### config.mk
export PLATFORM = sky130hd
export DESIGN_NAME = wb_port_arbiter
export DESIGN_NICKNAME = d
export VERILOG_FILES = /design/src/rtl/riscv_pkg.sv /design/src/rtl/wb_scoreboard.sv /design/src/rtl/wb_port_arbiter.sv
export SDC_FILE = /design/constraint.sdc
export NUM_CORES = 1
export LEC_CHECK = 0
export CORE_MARGIN = 5
export CORE_UTILIZATION = 36
export CTS_CLUSTER_SIZE = 10
export DETAILED_ROUTE_END_ITERATION = 8
export GPL_ROUTABILITY_DRIVEN = 0
export PLACE_DENSITY = 0.62
export RECOVER_POWER = 25
export SETUP_SLACK_MARGIN = 0.2
export SKIP_CTS_REPAIR_TIMING = 1
export SYNTH_ARGS = -nofsm -noshare
export SYNTH_HDL_FRONTEND = slang
export SYNTH_SLANG_ARGS = --single-unit
### constraint.sdc
create_clock -name clk_i -period 4.4 [get_ports clk_i]
set_clock_uncertainty 0.15 [all_clocks]
set_input_delay 1.1 -clock clk_i [delete_from_list [all_inputs] [get_ports clk_i]]
set_output_delay 1.1 -clock clk_i [all_outputs]
set_load 0.05 [all_outputs]
### src/rtl/riscv_pkg.sv
// riscv_pkg: shared core definitions.
//   XLEN                - integer register width.
//   MDU_MAX_OUTSTANDING - multiply/divide ops that may be in flight at once.
//   wb_req_t            - one register-file write request {ena, addr, data}.
package riscv_pkg;

  localparam int unsigned XLEN                = 32;
  localparam int unsigned MDU_MAX_OUTSTANDING = 4;

  typedef struct packed {
    logic            ena;
    logic [4:0]      addr;
    logic [XLEN-1:0] data;
  } wb_req_t;

endpackage

### src/rtl/wb_scoreboard.sv
// wb_scoreboard: one bit per architectural register, set while an MDU op
// targeting it is in flight.
//   clk_i, rstn_i           - clock, asynchronous active-low reset.
//   set_ena_i / set_rd_i    - MDU op issued to set_rd_i.
//   clr_ena_i / clr_rd_i    - MDU result for clr_rd_i is written this cycle.
//   rs1/rs2/rd_addr_i       - registers of the instruction in decode.
//   hazard_o                - decode touches a register still in flight.
//   sb_o                    - current scoreboard (bit 0 always 0).
module wb_scoreboard (
  input  logic        clk_i,
  input  logic        rstn_i,
  input  logic        set_ena_i,
  input  logic [4:0]  set_rd_i,
  input  logic        clr_ena_i,
  input  logic [4:0]  clr_rd_i,
  input  logic [4:0]  rs1_addr_i,
  input  logic [4:0]  rs2_addr_i,
  input  logic [4:0]  rd_addr_i,
  output logic        hazard_o,
  output logic [31:0] sb_o
);

  logic [31:1] sb_q;
  logic [31:0] sb_d;
  logic [31:0] clr_mask;
  logic [31:0] live;

  assign sb_o     = {sb_q, 1'b0};
  assign clr_mask = clr_ena_i ? (32'd1 << clr_rd_i) : '0;

  // Set is applied after clear so a reissue to the register being retired
  // keeps it marked busy.
  always_comb begin
    sb_d = {sb_q, 1'b0};
    sb_d = sb_d & ~clr_mask;
    if (set_ena_i && (set_rd_i != 5'd0)) sb_d[set_rd_i] = 1'b1;
    sb_d[0] = 1'b0;
  end

  always_ff @(posedge clk_i or negedge rstn_i) begin
    if (!rstn_i) sb_q <= '0;
    else         sb_q <= sb_d[31:1];
  end

  // The register being written this cycle is not a hazard: the register
  // file writes on negedge, so decode already sees the new value.
  // Bit 0 of live is always 0, which covers the x0 case for free.
  assign live     = {sb_q, 1'b0} & ~clr_mask;
  assign hazard_o = live[rs1_addr_i] | live[rs2_addr_i] | live[rd_addr_i];

endmodule

### src/rtl/wb_port_arbiter.sv
// wb_port_arbiter: shares the register-file write port between the in-order
// writeback stage and out-of-order MDU results, and stalls decode on
// hazards against MDU destinations still in flight.
//   clk_i, rstn_i                          - clock, async active-low reset.
//   wb_wr_ena_i/wb_rd_addr_i/wb_rd_data_i  - WB write request.
//   wb_stall_o                             - WB lost the port, retry.
//   issue_valid_i/issue_rd_i/issue_ready_o - MDU op issue handshake.
//   mdu_valid_i/mdu_rd_i/mdu_data_i/mdu_ready_o - MDU result handshake.
//   rs1D/rs2D/rdD_addr_i, sb_stall_o       - decode hazard check.
//   rf_wr_ena_o/rf_wr_addr_o/rf_wr_data_o  - register-file write port.
module wb_port_arbiter
  import riscv_pkg::*;
#(
  parameter int unsigned MAX_WAIT        = 4,
  parameter int unsigned MAX_OUTSTANDING = MDU_MAX_OUTSTANDING
) (
  input  logic            clk_i,
  input  logic            rstn_i,
  input  logic            wb_wr_ena_i,
  input  logic [4:0]      wb_rd_addr_i,
  input  logic [XLEN-1:0] wb_rd_data_i,
  output logic            wb_stall_o,
  input  logic            issue_valid_i,
  input  logic [4:0]      issue_rd_i,
  output logic            issue_ready_o,
  input  logic            mdu_valid_i,
  input  logic [4:0]      mdu_rd_i,
  input  logic [XLEN-1:0] mdu_data_i,
  output logic            mdu_ready_o,
  input  logic [4:0]      rs1D_addr_i,
  input  logic [4:0]      rs2D_addr_i,
  input  logic [4:0]      rdD_addr_i,
  output logic            sb_stall_o,
  output logic            rf_wr_ena_o,
  output logic [4:0]      rf_wr_addr_o,
  output logic [XLEN-1:0] rf_wr_data_o
);

  localparam int unsigned WAIT_W = $clog2(MAX_WAIT + 1);
  localparam int unsigned PEND_W = $clog2(MAX_OUTSTANDING + 1);

  wb_req_t           hold_q;       // ena doubles as the buffer-valid flag
  wb_req_t           port_req;
  logic [WAIT_W-1:0] wait_cnt;
  logic [PEND_W-1:0] pending_cnt;
  logic              wb_busy;
  logic              mdu_grant;
  logic              mdu_accept;
  logic              issue_acc;
  logic [31:0]       sb_vec;

  assign wb_busy       = wb_wr_ena_i && (wb_rd_addr_i != 5'd0);
  assign mdu_grant     = hold_q.ena && (!wb_busy || (wait_cnt == WAIT_W'(MAX_WAIT)));
  assign mdu_ready_o   = !hold_q.ena || mdu_grant;
  assign mdu_accept    = mdu_valid_i && mdu_ready_o;
  assign issue_ready_o = pending_cnt < PEND_W'(MAX_OUTSTANDING);
  assign issue_acc     = issue_valid_i && issue_ready_o;
  assign wb_stall_o    = mdu_grant && wb_busy;

  always_comb begin
    port_req = '0;
    if (mdu_grant) begin
      port_req.ena  = hold_q.addr != 5'd0;
      port_req.addr = hold_q.addr;
      port_req.data = hold_q.data;
    end else begin
      port_req.ena  = wb_busy;
      port_req.addr = wb_rd_addr_i;
      port_req.data = wb_rd_data_i;
    end
  end

  assign rf_wr_ena_o  = port_req.ena;
  assign rf_wr_addr_o = port_req.addr;
  assign rf_wr_data_o = port_req.data;

  // Capture has priority over drain: a new result may land in the same
  // edge the old one is granted, so back-to-back results see no bubble.
  always_ff @(posedge clk_i or negedge rstn_i) begin
    if (!rstn_i) begin
      hold_q <= '0;
    end else if (mdu_accept) begin
      hold_q.ena  <= 1'b1;
      hold_q.addr <= mdu_rd_i;
      hold_q.data <= mdu_data_i;
    end else if (mdu_grant) begin
      hold_q.ena <= 1'b0;
    end
  end

  always_ff @(posedge clk_i or negedge rstn_i) begin
    if (!rstn_i) begin
      wait_cnt <= '0;
    end else if (!hold_q.ena || mdu_grant) begin
      wait_cnt <= '0;
    end else if (wait_cnt != WAIT_W'(MAX_WAIT)) begin
      wait_cnt <= wait_cnt + WAIT_W'(1);
    end
  end

  always_ff @(posedge clk_i or negedge rstn_i) begin
    if (!rstn_i) begin
      pending_cnt <= '0;
    end else begin
      case ({issue_acc, mdu_grant})
        2'b10:   pending_cnt <= pending_cnt + PEND_W'(1);
        2'b01:   pending_cnt <= pending_cnt - PEND_W'(1);
        default: pending_cnt <= pending_cnt;
      endcase
    end
  end

  wb_scoreboard u_sb (
    .clk_i      (clk_i),
    .rstn_i     (rstn_i),
    .set_ena_i  (issue_acc),
    .set_rd_i   (issue_rd_i),
    .clr_ena_i  (mdu_grant),
    .clr_rd_i   (hold_q.addr),
    .rs1_addr_i (rs1D_addr_i),
    .rs2_addr_i (rs2D_addr_i),
    .rd_addr_i  (rdD_addr_i),
    .hazard_o   (sb_stall_o),
    .sb_o       (sb_vec)
  );

  a_issue_when_full: assert property (@(posedge clk_i) disable iff (!rstn_i)
    !(issue_valid_i && !issue_ready_o))
    else $error("MDU issue while %0d ops already outstanding", MAX_OUTSTANDING);

  a_orphan_result: assert property (@(posedge clk_i) disable iff (!rstn_i)
    (mdu_grant && (hold_q.addr != 5'd0)) |-> sb_vec[hold_q.addr])
    else $error("MDU result for x%0d with no scoreboard entry", hold_q.addr);

endmodule

Word-level counts from Yosys, hierarchy flattened
Cells that the tools add are included.
Operators by class
  add/subtract/negate cells: 3
  order comparisons: 6
  equality and inequality tests: 4
  shifts and indexed selects: 1
  mux-type cells: 16
  bitwise operators: 5
  reductions and logical operators: 17
Operator list (count)
  32-bit 2-to-1 mux: 2
  38-bit 2-to-1 mux: 1
  32-bit bitwise AND: 1
  32-bit inverter: 1
  32-bit OR: 1
  1-bit by 5-bit << shifter with 32-bit output (first input constant): 1
  5-bit by 6-bit < comparator with 1-bit output (second input constant): 4
  1-bit binary-select mux with 5-bit select: 3
  5-bit nonzero test: 3
  1-bit logical AND: 7
  3-bit by 1-bit adder with 3-bit output (second input constant): 2
  1-bit 2-to-1 mux: 6
  3-bit 2-to-1 mux: 2
  3-bit case mux with 2 select lines: 1
  2-bit nonzero test: 3
  1-bit demux with 5-bit select: 1
  5-bit by 1-bit >= comparator with 1-bit output (second input constant): 1
  3-bit == test (second input constant): 1
  3-bit < comparator (second input constant): 1
  3-bit != test (second input constant): 1
  3-bit by 1-bit subtractor with 3-bit output (second input constant): 1
  2-bit by 1-bit == test with 1-bit output (second input constant): 1
  2-bit == test (second input constant): 1
  1-bit logical NOT: 2
  2 further kinds: 4
Word-level totals
  register bits after elaboration: 75
  logic and storage cells: 58

Depth between registers and ports, before layout
  depth in word-level cells: 12
  mapped depth: 13

Hierarchy
Synthesis repeated with hierarchy kept, for this count alone.
Second synthesis, totals
  cells, all modules: 406
  area total of the unflattened synthesis: 4634.4 um2
By module, submodules not included
  wb_port_arbiter: times used 1, cells an instance 163, area each 2417.3 um2, seq. area each 1101.1 um2
  wb_scoreboard: times used 1, cells an instance 243, area each 2217.1 um2, seq. area each 775.7 um2

Worst setup path before layout
Ideal clock, no wire load.
  path kind: input-to-output
  from: in wb_rd_addr_i[3]
  to: out rf_wr_addr_o[2]
  arrival: 3.478 ns
  required time: 3.150 ns
  path slack: -0.328 ns
  cell stages on the path: 7
  cell sequence: nor4_4 or2b_1 nand3_1 nand2_1 clkbuf_1 clkbuf_1 o21ai_0
On the way
  longest elaborated chain between the ends: 6
RTL lines
  start, declared: line wb_port_arbiter.sv:20  | input logic [4:0] wb_rd_addr_i,
  5-bit nonzero test: line wb_port_arbiter.sv:52  | assign wb_busy = wb_wr_ena_i && (wb_rd_addr_i != 5'd0);
  1-bit logical AND: line wb_port_arbiter.sv:52
  1-bit logical NOT: line wb_port_arbiter.sv:53  | assign mdu_grant = hold_q.ena && (!wb_busy || (wait_cnt == WAIT_W'(MAX_WAIT)));
  1-bit logical OR: line wb_port_arbiter.sv:53
  1-bit logical AND: line wb_port_arbiter.sv:53
  38-bit 2-to-1 mux: line wb_port_arbiter.sv:62  | if (mdu_grant) begin
  end, declared: line wb_port_arbiter.sv:35  | output logic [4:0] rf_wr_addr_o,
No other way between the ends.

Final worst setup path
  from: in wb_wr_ena_i
  to: out sb_stall_o
On the way
  longest elaborated chain between the ends: 11
  elaborated cells on any way between the ends: 15
RTL lines
  start, declared: line wb_port_arbiter.sv:19  | input logic wb_wr_ena_i,
  1-bit logical AND (*): line wb_port_arbiter.sv:52
  1-bit logical NOT (*): line wb_port_arbiter.sv:53
  1-bit logical OR (*): line wb_port_arbiter.sv:53
  1-bit logical AND (*): line wb_port_arbiter.sv:53
  32-bit 2-to-1 mux (*): line wb_scoreboard.sv:29  | assign clr_mask = clr_ena_i ? (32'd1 << clr_rd_i) : '0;
  32-bit inverter (*): line wb_scoreboard.sv:48  | assign live = {sb_q, 1'b0} & ~clr_mask;
  32-bit bitwise AND (*): line wb_scoreboard.sv:48
  1-bit binary-select mux with 5-bit select: line wb_scoreboard.sv:49  | assign hazard_o = live[rs1_addr_i] | live[rs2_addr_i] | live[rd_addr_i];
  1-bit 2-to-1 mux (implied by the code): line wb_scoreboard.sv:49
  1-bit OR: line wb_scoreboard.sv:49
  1-bit OR (*): line wb_scoreboard.sv:49
  end, declared: line wb_port_arbiter.sv:33  | output logic sb_stall_o,
Mark *: on every way between the ends. The rest lies on a longest branch, timed or not. The select of a mux whose other input is x is not followed.

==> results.sh <==
export IMPL_vias=4745
export IMPL_hold_class="register to register"
export IMPL_critPathKind="input pin to output pin"
export IMPL_cp_num_cells=11
export IMPL_grt_pass1_wl_um=24700
export IMPL_grt_max_degree=36
export IMPL_synthesis_nets=563
export IMPL_whs_ns=0.318
export IMPL_synth_cell_types=55
export IMPL_die_x_um=123
export IMPL_slowest_delay_ns=0.47
export IMPL_cpMostUsedCell="buf_4"
export IMPL_grt_use_total=0.209
export IMPL_violations="max-capacitance violations, max-slew violations, negative setup slack"
export IMPL_cts_reportedPaths_clkPinSlew_ns=0.06
export IMPL_drv_slew=36
export IMPL_worst_setup_path_start_kind="input pin"
export IMPL_antenna_found_initial=1
export IMPL_ios=141
export IMPL_port_buffers=140
export IMPL_synthFlopType="dfrtp_1"
export IMPL_layout_commonest_cell="buf_4"
export IMPL_post_route_period_util=1.08
export IMPL_numCtsBuffers=9
export IMPL_cp_arrival_ns=3.51
export IMPL_yosysWarnings=0
export IMPL_cp_cell_sequence="dlymetal6s2s_1 > a21bo_4 > a22oi_2 > buf_4 > buf_4 > o21ai_4 > mux4_2 > mux2_2 > a32oi_1 > a2111o_2 > buf_12"
export IMPL_drv_cap=1
export IMPL_reg2reg_to="pending_cnt[2]$_DFFE_PN0P_"
export IMPL_die_h_um=123
export IMPL_drive_above_1_share=0.376
export IMPL_pre_cts_slack_ns=-0.714
export IMPL_critPathBufInv=4
export IMPL_rows=41
export IMPL_synthArstFlopShare=1.00
export IMPL_layout_common_cells="buf_4, clkdlybuf4s50_1, dfrtp_1"
export IMPL_cts_sinks=75
export IMPL_p_total_uw=3110
export IMPL_cp_top_family="compound AO/OA/AOI/OAI gates"
export IMPL_cts_max_level=3
export IMPL_max_clock_freq_mhz=210
export IMPL_crit_fanout=5
export IMPL_die_area_mm2=0.0151
export IMPL_crit_slowest_cell="mux4_2"
export IMPL_cp_endpoint="sb_stall_o"
export IMPL_r2r_slack_ns=1.97
export IMPL_r2r_start="wait_cnt[0]$_DFFE_PN0P_"
export IMPL_grt_pass1_vias=4766
export IMPL_max_slew_margin=-0.250
export IMPL_crit_path_start="wb_wr_ena_i"
export IMPL_routed_wirelength_um=16500
export IMPL_hold_viol=0
export IMPL_yosysSeqAreaShare=0.410
export IMPL_rsz0062_at_grt="yes"
export IMPL_syn_area_mm2=0.00457
export IMPL_place_hpwl_um=12100
export IMPL_initial_utilization=0.365
export IMPL_netlist_instances=460
export IMPL_root_buffer="clkbuf_16"
export IMPL_fin_tns_setup_ns=-0.358
export IMPL_outcome="complete, but fails checks"
export IMPL_vdd_drop_max_uv=199
export IMPL_ys_seq_elements=75
export IMPL_syn_to_final_growth_pct=59.2
export IMPL_finalSetupViolations=1
export IMPL_place_inst=815
export IMPL_finalWorstPathRequiredPeriod_ns=4.76
export IMPL_instances_no_fill=845
export IMPL_cts_tree="built"
export IMPL_antenna_left=0
export IMPL_drt_initial_drc_count=459
export IMPL_nets=771
export IMPL_fin_ws_ns=-0.358
export IMPL_cp_required_ns=3.15
export IMPL_ff2ff_path_depth=12
export IMPL_drc=0
export IMPL_grt_overflow_total=0
export IMPL_routedWlPerCell_um=19.5
export IMPL_core_area_mm2=0.0125
export IMPL_firstDrtPassIters=5
export IMPL_syn_avg_cell_area_um2=9.94
export IMPL_crit_path_end_kind="output pin"
export IMPL_worst_pin_slew_ns=1.87
export IMPL_cts_buffer_depth=2
export IMPL_synth_edf_count=0
export IMPL_vias_per_cell=5.62
export IMPL_insertion_delay_ns=0.34
export IMPL_power_density_mw_per_mm2=427
export IMPL_power_leakage_uw=0.00301
-- layer usage --
layer  track usage  up-vias  wire length (um)  part of all wire
met2         0.320      280              7470              0.45
met1         0.264     2274              6470              0.39
met5             0        -                 0                 0
li1              -     2153                 -                 -
met3        0.0825       38              2050              0.12
met4        0.0868        0               467             0.028
-- Yosys cell counts, types with 3 or more instances --
cell type / instances / area share
dfrtp_1: 75 / 0.41
mux2_2: 70 / 0.17
o21ai_0: 48 / 0.053
nand2_1: 41 / 0.034
nor2_1: 29 / 0.024
o211ai_1: 26 / 0.043
inv_1: 17 / 0.014
o21ai_1: 15 / 0.016
clkbuf_1: 11 / 0.0090
nand3_1: 10 / 0.011
o22ai_1: 9 / 0.012
buf_2: 8 / 0.0088
o2111ai_1: 7 / 0.013
nor4_1: 6 / 0.0082
mux2i_1: 5 / 0.011
nor2b_1: 5 / 0.0068
nor3_1: 5 / 0.0055
a2111oi_0: 4 / 0.0077
nand2b_1: 4 / 0.0055
nand4_1: 4 / 0.0055
xnor2_1: 4 / 0.0077
a31oi_1: 3 / 0.0041
a32oi_1: 3 / 0.0057
ha_1: 3 / 0.0082
mux4_2: 3 / 0.015
nand3b_1: 3 / 0.0049
o41ai_1: 3 / 0.0057
-- report_power, final --
group	internal, uW	total [uW]	leakage [uW]	switching (uW)
Clock	466	756	0.000144	290
Combinational	635	1330	0.00195	698
Sequential	879	1020	0.000922	140
Total	1980	3110	0.00301	1130
-- cell families (layout without fill, tap and decap cells) --
group | Yosys count | count (layout) | share of synthesized area
AO/OA/AOI/OAI | 136 | 137 | 0.196
XOR/XNOR | 5 | 5 | 0.00958
adder cells (fa/ha/maj) | 4 | 4 | 0.0126
buffers and inverters | 41 | 252 | 0.0424
flip-flops | 75 | 75 | 0.410
multiplexers | 78 | 78 | 0.198
other | 0 | 1 | 0
AND/OR/NAND/NOR | 121 | 121 | 0.131
-- cell type report --
class,count,area (um2)
Sequential cell,75,1880
Inverter,18,67.6
Fill cell,1096,5240
Clock buffer,11,253
Antenna cell,1,2.50
Timing Repair Buffer,219,2090
Tap cell,172,215
Clock inverter,4,50.0
Multi-Input combinational cell,345,2730
-- state kept, by name, indices dropped and copies added (netlist names) --
register,flops
pending_cnt,3
hold_q,38
wait_cnt,3
u_sb.sb_q,31
-- per-stage QoR --
| step | cell area, um2 | util |
|---|---|---|
| floorplan | 4590 | - |
| global placement | 6620 | 0.528 |
| detailed placement | 6620 | 0.528 |
| CTS | 6920 | 0.553 |
| global route | 7280 | 0.582 |
| finish | 7280 | 0.582 |
-- how the worst min path moves through the flow --
| stage | from | depth (start not counted) | to |
|---|---|---|---|
| 6_report | wait_cnt[0]$_DFFE_PN0P_ | 1 | wait_cnt[0]$_DFFE_PN0P_ |
| 5_1_grt | wait_cnt[0]$_DFFE_PN0P_ | 1 | wait_cnt[0]$_DFFE_PN0P_ |
| 4_1_cts | wait_cnt[0]$_DFFE_PN0P_ | 1 | wait_cnt[0]$_DFFE_PN0P_ |
| 3_5_place_dp | wait_cnt[0]$_DFFE_PN0P_ | 1 | wait_cnt[0]$_DFFE_PN0P_ |
| 3_3_place_gp | wait_cnt[0]$_DFFE_PN0P_ | 1 | wait_cnt[0]$_DFFE_PN0P_ |
| 2_1_floorplan | wait_cnt[0]$_DFFE_PN0P_ | 1 | wait_cnt[0]$_DFFE_PN0P_ |
Note: power is estimated with default switching activity, not from simulation.
